===== src/rtl/mdio_c45_pkg.sv =====
// Shared definitions for the Clause-45 MDIO master.
// Contents: opcode encodings, register word offsets (byte address bits [3:2]),
// frame field widths and constants, and the controller state type.
package mdio_c45_pkg;

   // Clause-45 opcodes as they appear in the frame
   localparam logic [1:0] OP_ADDR     = 2'b00;
   localparam logic [1:0] OP_WRITE    = 2'b01;
   localparam logic [1:0] OP_READ     = 2'b11;
   localparam logic [1:0] OP_READ_INC = 2'b10;

   // Register word offsets (wb_adr_i[3:2])
   localparam logic [1:0] REG_CTRL   = 2'd0;
   localparam logic [1:0] REG_WDATA  = 2'd1;
   localparam logic [1:0] REG_STATUS = 2'd2;
   localparam logic [1:0] REG_RDATA  = 2'd3;

   // Frame layout
   localparam int         FRAME_W  = 32;
   localparam int         OP_W     = 2;
   localparam int         PRTAD_W  = 5;
   localparam int         DEVAD_W  = 5;
   localparam int         MDATA_W  = 16;
   localparam logic [1:0] ST_C45   = 2'b00;
   localparam logic [1:0] TA_DRIVE = 2'b10;
   // First frame bit (counted from ST) at which a read releases the line
   localparam int         TA_BIT   = 14;
   // First frame bit carrying read data
   localparam int         RD_BIT   = 16;

   typedef enum logic [1:0] {
      IDLE  = 2'd0,
      PRE   = 2'd1,
      FRAME = 2'd2
   } state_e;

   // Both read opcodes have op[1] set
   function automatic logic is_read(input logic [1:0] op);
      return op[1];
   endfunction

endpackage


===== src/rtl/mdio_c45_master_if.sv =====
// Wishbone classic slave bus bundle for the MDIO master.
// Signals: wb_cyc_i, wb_stb_i, wb_we_i, wb_sel_i[3:0], wb_adr_i[31:0],
// wb_dat_i[31:0] (towards the slave); wb_dat_o[31:0], wb_ack_o, wb_err_o
// (from the slave). Suffixes are named from the slave's point of view.
interface mdio_c45_master_if;
   logic        wb_cyc_i;
   logic        wb_stb_i;
   logic        wb_we_i;
   logic [3:0]  wb_sel_i;
   logic [31:0] wb_adr_i;
   logic [31:0] wb_dat_i;
   logic [31:0] wb_dat_o;
   logic        wb_ack_o;
   logic        wb_err_o;

   modport slave (
      input  wb_cyc_i, wb_stb_i, wb_we_i, wb_sel_i, wb_adr_i, wb_dat_i,
      output wb_dat_o, wb_ack_o, wb_err_o
   );

   modport master (
      output wb_cyc_i, wb_stb_i, wb_we_i, wb_sel_i, wb_adr_i, wb_dat_i,
      input  wb_dat_o, wb_ack_o, wb_err_o
   );
endinterface


===== src/rtl/mdio_c45_master_clk_div.sv =====
// MDC generator: counts 0..MDC_DIV-1 while enabled, toggles mdc at the
// terminal count and flags which edge is about to happen.
// Ports: clk_i, rst_n_i (sync, active-low), en_i (low clears counter and
// holds mdc at 0), mdc_o, rise_stb_o / fall_stb_o (high in the cycle whose
// closing clock edge makes mdc rise / fall).
module mdio_clk_div #(
   parameter int MDC_DIV = 50
) (
   input  logic clk_i,
   input  logic rst_n_i,
   input  logic en_i,
   output logic mdc_o,
   output logic rise_stb_o,
   output logic fall_stb_o
);

   localparam int DW = (MDC_DIV > 1) ? $clog2(MDC_DIV) : 1;

   logic [DW-1:0] cnt_q, cnt_d;
   logic          mdc_q, mdc_d;
   logic          tc;

   assign tc = (cnt_q == DW'(MDC_DIV - 1));

   always_comb begin
      cnt_d = cnt_q;
      mdc_d = mdc_q;
      if (!en_i) begin
         cnt_d = '0;
         mdc_d = 1'b0;
      end else if (tc) begin
         cnt_d = '0;
         mdc_d = ~mdc_q;
      end else begin
         cnt_d = cnt_q + DW'(1);
      end
   end

   always_ff @(posedge clk_i) begin
      if (!rst_n_i) begin
         cnt_q <= '0;
         mdc_q <= 1'b0;
      end else begin
         cnt_q <= cnt_d;
         mdc_q <= mdc_d;
      end
   end

   assign mdc_o      = mdc_q;
   assign rise_stb_o = en_i & tc & ~mdc_q;
   assign fall_stb_o = en_i & tc &  mdc_q;

endmodule


===== src/rtl/mdio_c45_master.sv =====
// Wishbone-controlled Clause-45 MDIO frame master for the SFP+ mezzanine.
// Ports: wb_clk_i, wb_rst_n_i (sync, active-low); wb (wishbone slave
// bundle: CTRL/WDATA/STATUS/RDATA registers at 0x0/0x4/0x8/0xC);
// mdc, mdo, mdo_t (1 = release line), mdi (muxed input), mdio_sel (port).
// A frame is PREAMBLE_LEN ones followed by {ST,op,prtad,devad,TA,data}.
module mdio_c45_master
   import mdio_c45_pkg::*;
#(
   parameter int MDC_DIV      = 50,
   parameter int PREAMBLE_LEN = 32
) (
   input  logic                wb_clk_i,
   input  logic                wb_rst_n_i,
   mdio_c45_master_if.slave    wb,
   output logic                mdc,
   output logic                mdo,
   output logic                mdo_t,
   input  logic                mdi,
   output logic                mdio_sel
);

   if (MDC_DIV < 2) begin : g_bad_div
      $error("mdio_c45_master: MDC_DIV must be at least 2");
   end
   if (PREAMBLE_LEN < 1) begin : g_bad_pre
      $error("mdio_c45_master: PREAMBLE_LEN must be at least 1");
   end

   localparam int CNT_MAX = (PREAMBLE_LEN > FRAME_W) ? PREAMBLE_LEN : FRAME_W;
   localparam int CNT_W   = $clog2(CNT_MAX);

   state_e                state_q, state_d;
   logic [CNT_W-1:0]      cnt_q, cnt_d;
   logic [FRAME_W-1:0]    sr_q, sr_d;
   logic [MDATA_W-1:0]    rx_q, rx_d;
   logic [MDATA_W-1:0]    rdata_q, rdata_d;
   logic [MDATA_W-1:0]    wdata_q, wdata_d;
   logic                  rd_q, rd_d;
   logic                  done_q, done_d;
   logic                  sel_q, sel_d;
   logic                  mdo_q, mdo_d;
   logic                  mdo_t_q, mdo_t_d;
   logic                  ack_q, ack_d;
   logic [31:0]           dat_q, dat_d;

   logic                  busy, acc, wr;
   logic [1:0]            idx;
   logic                  rise_stb, fall_stb;
   logic                  unused;

   assign busy = (state_q != IDLE);
   assign acc  = wb.wb_cyc_i & wb.wb_stb_i & ~ack_q;
   assign wr   = acc & wb.wb_we_i;
   assign idx  = wb.wb_adr_i[3:2];

   // Byte selects and undecoded address/data bits are intentionally ignored
   assign unused = ^{wb.wb_sel_i, wb.wb_adr_i[31:4], wb.wb_adr_i[1:0],
                     wb.wb_dat_i[31:16]};

   mdio_clk_div #(.MDC_DIV(MDC_DIV)) u_div (
      .clk_i      (wb_clk_i),
      .rst_n_i    (wb_rst_n_i),
      .en_i       (busy),
      .mdc_o      (mdc),
      .rise_stb_o (rise_stb),
      .fall_stb_o (fall_stb)
   );

   always_comb begin
      state_d = state_q;
      cnt_d   = cnt_q;
      sr_d    = sr_q;
      rx_d    = rx_q;
      rdata_d = rdata_q;
      wdata_d = wdata_q;
      rd_d    = rd_q;
      done_d  = done_q;
      sel_d   = sel_q;
      mdo_d   = mdo_q;
      mdo_t_d = mdo_t_q;
      ack_d   = acc;
      dat_d   = dat_q;

      // Read data is captured from pre-edge register values
      if (acc) begin
         case (idx)
            REG_WDATA:  dat_d = {16'h0, wdata_q};
            REG_STATUS: dat_d = {30'h0, done_q, busy};
            REG_RDATA:  dat_d = {16'h0, rdata_q};
            default:    dat_d = 32'h0;
         endcase
      end

      if (wr && idx == REG_WDATA) begin
         wdata_d = wb.wb_dat_i[15:0];
      end

      case (state_q)
         IDLE: begin
            if (wr && idx == REG_CTRL) begin
               state_d = PRE;
               cnt_d   = '0;
               sr_d    = {ST_C45, wb.wb_dat_i[1:0], wb.wb_dat_i[7:3],
                          wb.wb_dat_i[12:8], TA_DRIVE, wdata_q};
               rd_d    = is_read(wb.wb_dat_i[1:0]);
               sel_d   = wb.wb_dat_i[2];
               done_d  = 1'b0;
               rx_d    = '0;
               mdo_d   = 1'b1;
               mdo_t_d = 1'b0;
            end
         end

         PRE: begin
            if (fall_stb) begin
               if (cnt_q == CNT_W'(PREAMBLE_LEN - 1)) begin
                  state_d = FRAME;
                  cnt_d   = '0;
                  mdo_d   = sr_q[FRAME_W-1];
                  sr_d    = {sr_q[FRAME_W-2:0], 1'b0};
               end else begin
                  cnt_d = cnt_q + CNT_W'(1);
               end
            end
         end

         FRAME: begin
            // cnt_q holds the index of the frame bit currently on the line
            if (rise_stb && rd_q && cnt_q >= CNT_W'(RD_BIT)) begin
               rx_d = {rx_q[MDATA_W-2:0], mdi};
            end
            if (fall_stb) begin
               if (cnt_q == CNT_W'(FRAME_W - 1)) begin
                  state_d = IDLE;
                  done_d  = 1'b1;
                  mdo_d   = 1'b1;
                  mdo_t_d = 1'b1;
                  if (rd_q) begin
                     rdata_d = rx_q;
                  end
               end else begin
                  cnt_d = cnt_q + CNT_W'(1);
                  mdo_d = sr_q[FRAME_W-1];
                  sr_d  = {sr_q[FRAME_W-2:0], 1'b0};
                  // Release the line when entering the turnaround bit
                  if (rd_q && cnt_q >= CNT_W'(TA_BIT - 1)) begin
                     mdo_t_d = 1'b1;
                  end
               end
            end
         end

         default: state_d = IDLE;
      endcase
   end

   always_ff @(posedge wb_clk_i) begin
      if (!wb_rst_n_i) begin
         state_q <= IDLE;
         cnt_q   <= '0;
         sr_q    <= '0;
         rx_q    <= '0;
         rdata_q <= '0;
         wdata_q <= '0;
         rd_q    <= 1'b0;
         done_q  <= 1'b0;
         sel_q   <= 1'b0;
         mdo_q   <= 1'b1;
         mdo_t_q <= 1'b1;
         ack_q   <= 1'b0;
         dat_q   <= '0;
      end else begin
         state_q <= state_d;
         cnt_q   <= cnt_d;
         sr_q    <= sr_d;
         rx_q    <= rx_d;
         rdata_q <= rdata_d;
         wdata_q <= wdata_d;
         rd_q    <= rd_d;
         done_q  <= done_d;
         sel_q   <= sel_d;
         mdo_q   <= mdo_d;
         mdo_t_q <= mdo_t_d;
         ack_q   <= ack_d;
         dat_q   <= dat_d;
      end
   end

   assign wb.wb_ack_o = ack_q;
   assign wb.wb_dat_o = dat_q;
   assign wb.wb_err_o = 1'b0;
   assign mdo         = mdo_q;
   assign mdo_t       = mdo_t_q;
   assign mdio_sel    = sel_q;

endmodule


===== src/flat_wrapper.sv =====
// flat-port wrapper written by rule: the top's interface ports become plain ports
module mdio_c45_master_flat import mdio_c45_pkg::*;
#(
   parameter int MDC_DIV      = 50,
   parameter int PREAMBLE_LEN = 32
)
  (wb_clk_i, wb_rst_n_i, mdc, mdo, mdo_t, mdi, mdio_sel, wb_wb_cyc_i, wb_wb_stb_i, wb_wb_we_i, wb_wb_sel_i, wb_wb_adr_i, wb_wb_dat_i, wb_wb_dat_o, wb_wb_ack_o, wb_wb_err_o);
  mdio_c45_master_if wb_i ();
  input  logic wb_clk_i;
  input  logic wb_rst_n_i;
  output logic mdc;
  output logic mdo;
  output logic mdo_t;
  input  logic mdi;
  output logic mdio_sel;
  input wire logic [$bits(wb_i.wb_cyc_i)-1:0] wb_wb_cyc_i;
  input wire logic [$bits(wb_i.wb_stb_i)-1:0] wb_wb_stb_i;
  input wire logic [$bits(wb_i.wb_we_i)-1:0] wb_wb_we_i;
  input wire logic [$bits(wb_i.wb_sel_i)-1:0] wb_wb_sel_i;
  input wire logic [$bits(wb_i.wb_adr_i)-1:0] wb_wb_adr_i;
  input wire logic [$bits(wb_i.wb_dat_i)-1:0] wb_wb_dat_i;
  output wire logic [$bits(wb_i.wb_dat_o)-1:0] wb_wb_dat_o;
  output wire logic [$bits(wb_i.wb_ack_o)-1:0] wb_wb_ack_o;
  output wire logic [$bits(wb_i.wb_err_o)-1:0] wb_wb_err_o;
  assign wb_i.wb_cyc_i = wb_wb_cyc_i;
  assign wb_i.wb_stb_i = wb_wb_stb_i;
  assign wb_i.wb_we_i = wb_wb_we_i;
  assign wb_i.wb_sel_i = wb_wb_sel_i;
  assign wb_i.wb_adr_i = wb_wb_adr_i;
  assign wb_i.wb_dat_i = wb_wb_dat_i;
  assign wb_wb_dat_o = wb_i.wb_dat_o;
  assign wb_wb_ack_o = wb_i.wb_ack_o;
  assign wb_wb_err_o = wb_i.wb_err_o;
  mdio_c45_master #(.MDC_DIV(MDC_DIV), .PREAMBLE_LEN(PREAMBLE_LEN)) u_core (.wb_clk_i(wb_clk_i), .wb_rst_n_i(wb_rst_n_i), .wb(wb_i), .mdc(mdc), .mdo(mdo), .mdo_t(mdo_t), .mdi(mdi), .mdio_sel(mdio_sel));
endmodule

===== config.mk =====
export PLATFORM = sky130hd
export DESIGN_NAME = mdio_c45_master_flat
export DESIGN_NICKNAME = d
export VERILOG_FILES = /design/src/rtl/mdio_c45_pkg.sv /design/src/rtl/mdio_c45_master_if.sv /design/src/rtl/mdio_c45_master_clk_div.sv /design/src/rtl/mdio_c45_master.sv /design/src/flat_wrapper.sv
export SDC_FILE = /design/constraint.sdc
export NUM_CORES = 1
export LEC_CHECK = 0
export CAP_MARGIN = 20
export CORE_UTILIZATION = 45
export DETAILED_ROUTE_END_ITERATION = 16
export HOLD_SLACK_MARGIN = 0.02
export PLACE_DENSITY = 0.72
export SYNTH_ARGS = -nofsm -noshare
export SYNTH_HDL_FRONTEND = slang
export SYNTH_HIERARCHICAL = 1
export SYNTH_SLANG_ARGS = --single-unit

===== constraint.sdc =====
create_clock -name wb_clk_i -period 3 [get_ports wb_clk_i]
set_input_delay 0.3 -clock wb_clk_i [delete_from_list [all_inputs] [get_ports wb_clk_i]]
set_output_delay 0.3 -clock wb_clk_i [all_outputs]
set_load 0.02 [all_outputs]

==> metrics.txt <==
die area=12200 um^2; crit-path max FO=32; Sink Count=116; Post-synth EDFFs=0; Crit path largest cell delay=400 ps; most frequent cells in the layout=116 x dfxtp_1, 89 x a21oi_1, 54 x nand2_1; PwrDens=719 nW/um^2; I/O pins=112; placed cells=742; clock insertion delay at the later pin of the skew report=400 ps; cts hold-fix bufs=0; clock root cell=clkbuf_16; R2R depth=9; Initial Util=46.3%; flops & latches, synth=116; sum of negative setup slack=0 ps; Layout Cells excl Fill=773; largest net degree at the start of global routing=69; most used cell along the critical path=inv_1; clock skew=8.10 ps; slowest CP cell=dfxtp_1; CP startpoint kind=flip-flop; Buf/Inv on CP=3; final setup margin=493 ps; via count=4439; final slew viol count=0; hold depth=2; layout cell share with drive strength beyond 1=11.0%; Slew @ Worst Pin=747 ps; synth warn=6; Die W=110 um; Fillers=1000; # diodes=0; asr flop ratio synth=0%; sequential share of the synthesized area=44.0%; footprint of the multi-input gates=2630 um^2; total CTS buffers=17; P_leak=2.20 nW; Setup crit end kind=flip-flop; synthesized area per cell=9.03 um^2; worst path arrival time=2810 ps; fin nets=703; status=finished, final reports clean; Data required, critical path=3300 ps; Tot GR Track Use=21.2%; Top FF cell, synth=dfxtp_1; area delta synth->final=19.7%; Seq. cell area=2320 um^2; global-route wire length before repair=19500 um; IO buf count=44; Iter 0 DRT Violations=371; Final setup violation count=0; Synth cell types=54; Worst VDD drop=0.000481 V; drt wl/cell=16.3 um; Synth Instances=585; initial antenna violation count=0; final critical-path share of the clock period=83.6%; synth top area cells=dfxtp_1 44%, mux2i_1 8.9%, a21oi_1 8.4%, a211oi_1 3.8%, nand2_1 3.8%; Clock Pin Slew Worst Setup and Hold Paths=50 ps; H-tree levels=4; worst hold path class=flip-flop to flip-flop; final wirelength=12600 um; routed vias/inst=5.74; Final Hold Viols=0; Remaining Overflow, GRT=0; Worst path depth=9; antenna-violating nets left=0; Chip Height=110 um; Syn Std Cell Area=5280 um^2; final worst path period need=2510 ps; critical path type=flip-flop to flip-flop; TritonCTS clock tree=built; Pre-antenna DRT Iters=5; highest clock rate=399 MHz; RSZ-0062 raised after global routing=false; crit path cell chain=inv_1, ha_1, inv_1, and3_1, o21ba_2, a2111oi_4, buf_4, a21oi_1, a211oi_1; post-synth top area share=44.0%; max_slew headroom=50.0%; DR DRC count=0; hpwl dp=8160 um; FP Rows=39; most common cell after layout, fill and taps aside=dfxtp_1; Core ar.=11400 um^2; post-CTS setup buffers=0; Crit path max-delay family=compound AO/OA/AOI/OAI gates; number of global-route vias before repair=3975; max-cap violation count=0; cell accounting for the most synthesized area=dfxtp_1; GP Congestion=0.798; worst slack at placement=513 ps; # resized after CTS=0; clk buf depth=2
-- kinds of logic after synthesis --
family / synth area share (%)
other: 0.0710
xor gates and xnor gates: 0.497
buffers and inverters: 7.48
DFF: 44.0
AOI/OAI and AO/OA: 18.5
adders and majority gates: 2.61
muxes: 12.1
and+or+nand+nor: 14.7
-- Yosys cell counts (7+ instances only) --
library cell and instances:
inv_1 7, clkbuf_1 24, nand3_1 20, buf_4 24
mux2i_1 47, a21oi_1 89, dfxtp_1 116, mux2_2 15
a211oi_1 27, o21ai_0 31, nand2_1 54, nand4_1 20
buf_2 10, nor2_1 32, ha_1 11
-- per-layer routing --
layer / GRT usage (%) / up-vias / part of all wire [%]
li1: - / 2148 / -
met1: 27.6 / 2144 / 45
met2: 32.9 / 130 / 48
met3: 6.17 / 17 / 5.5
met4: 8.46 / 0 / 1.8
met5: 0 / - / 0
-- final cells by class --
cell class              instances  area share [%]
inverters                       8           0.475
clock inverters                 4           0.713
repair buffers                 62            9.50
well taps                     143            2.83
clock buffers                  27            8.12
multi-input cells             413            41.6
flip-flops and latches        116            36.7
-- tightest hold or removal path, delay by kind of cell (launching register included) --
| kind | cells | cell delay [ps] |
|---|---|---|
| AOI/OAI and AO/OA | 1 | 50 |
| and+or+nand+nor | 1 | 50 |
| DFF | 1 | 300 |
-- per-stage QoR --
| stage | hold WS (ps) | instance area, um^2 | power [mW] | util (%) |
|---|---|---|---|---|
| 2_1_floorplan | 376 | 5340 | 2.47 | - |
| 3_3_place_gp | 433 | 5760 | 2.65 | 50.5 |
| 3_5_place_dp | 444 | 5760 | 2.68 | 50.5 |
| 4_1_cts | 454 | 6320 | 4.57 | 55.4 |
| 5_1_grt | 476 | 6320 | 4.73 | 55.4 |
| 6_report | 452 | 6320 | 4.54 | 55.4 |
-- state kept, by name, indices dropped and copies added, names as in the netlist --
signal	count
u_core/rx_q	16
u_core/sr_q	32
u_core/wb.wb_ack_o	1
u_core/mdo_t	1
u_core/rdata_q	16
u_core/mdo	1
u_core/state_q	2
u_core/wdata_q	16
u_core/wb.wb_dat_o	16
u_core/cnt_q	5
u_core/rd_q	1
u_core/done_q	1
u_core/u_div/cnt_q	6
u_core/mdio_sel	1
u_core/u_div/mdc_o	1
-- power by group --
part | internal, mW | switching [mW] | leakage [nW]
logic | 0.343 | 0.579 | 0.982
clock network | 1.24 | 0.642 | 0.277
registers | 1.67 | 0.0741 | 0.938
-- final timing paths --
path | startpoint | to | slack, ps
hold reg to reg | u_core/rdata_q[11] | u_core/rdata_q[11] | 450
hold / removal | u_core/rdata_q[11] | u_core/rdata_q[11] | 450
setup / recovery | u_core/state_q[0] | u_core/sr_q[13] | 490
setup reg to reg | u_core/state_q[0] | u_core/sr_q[13] | 490
Power figures use the tool's default switching activity.
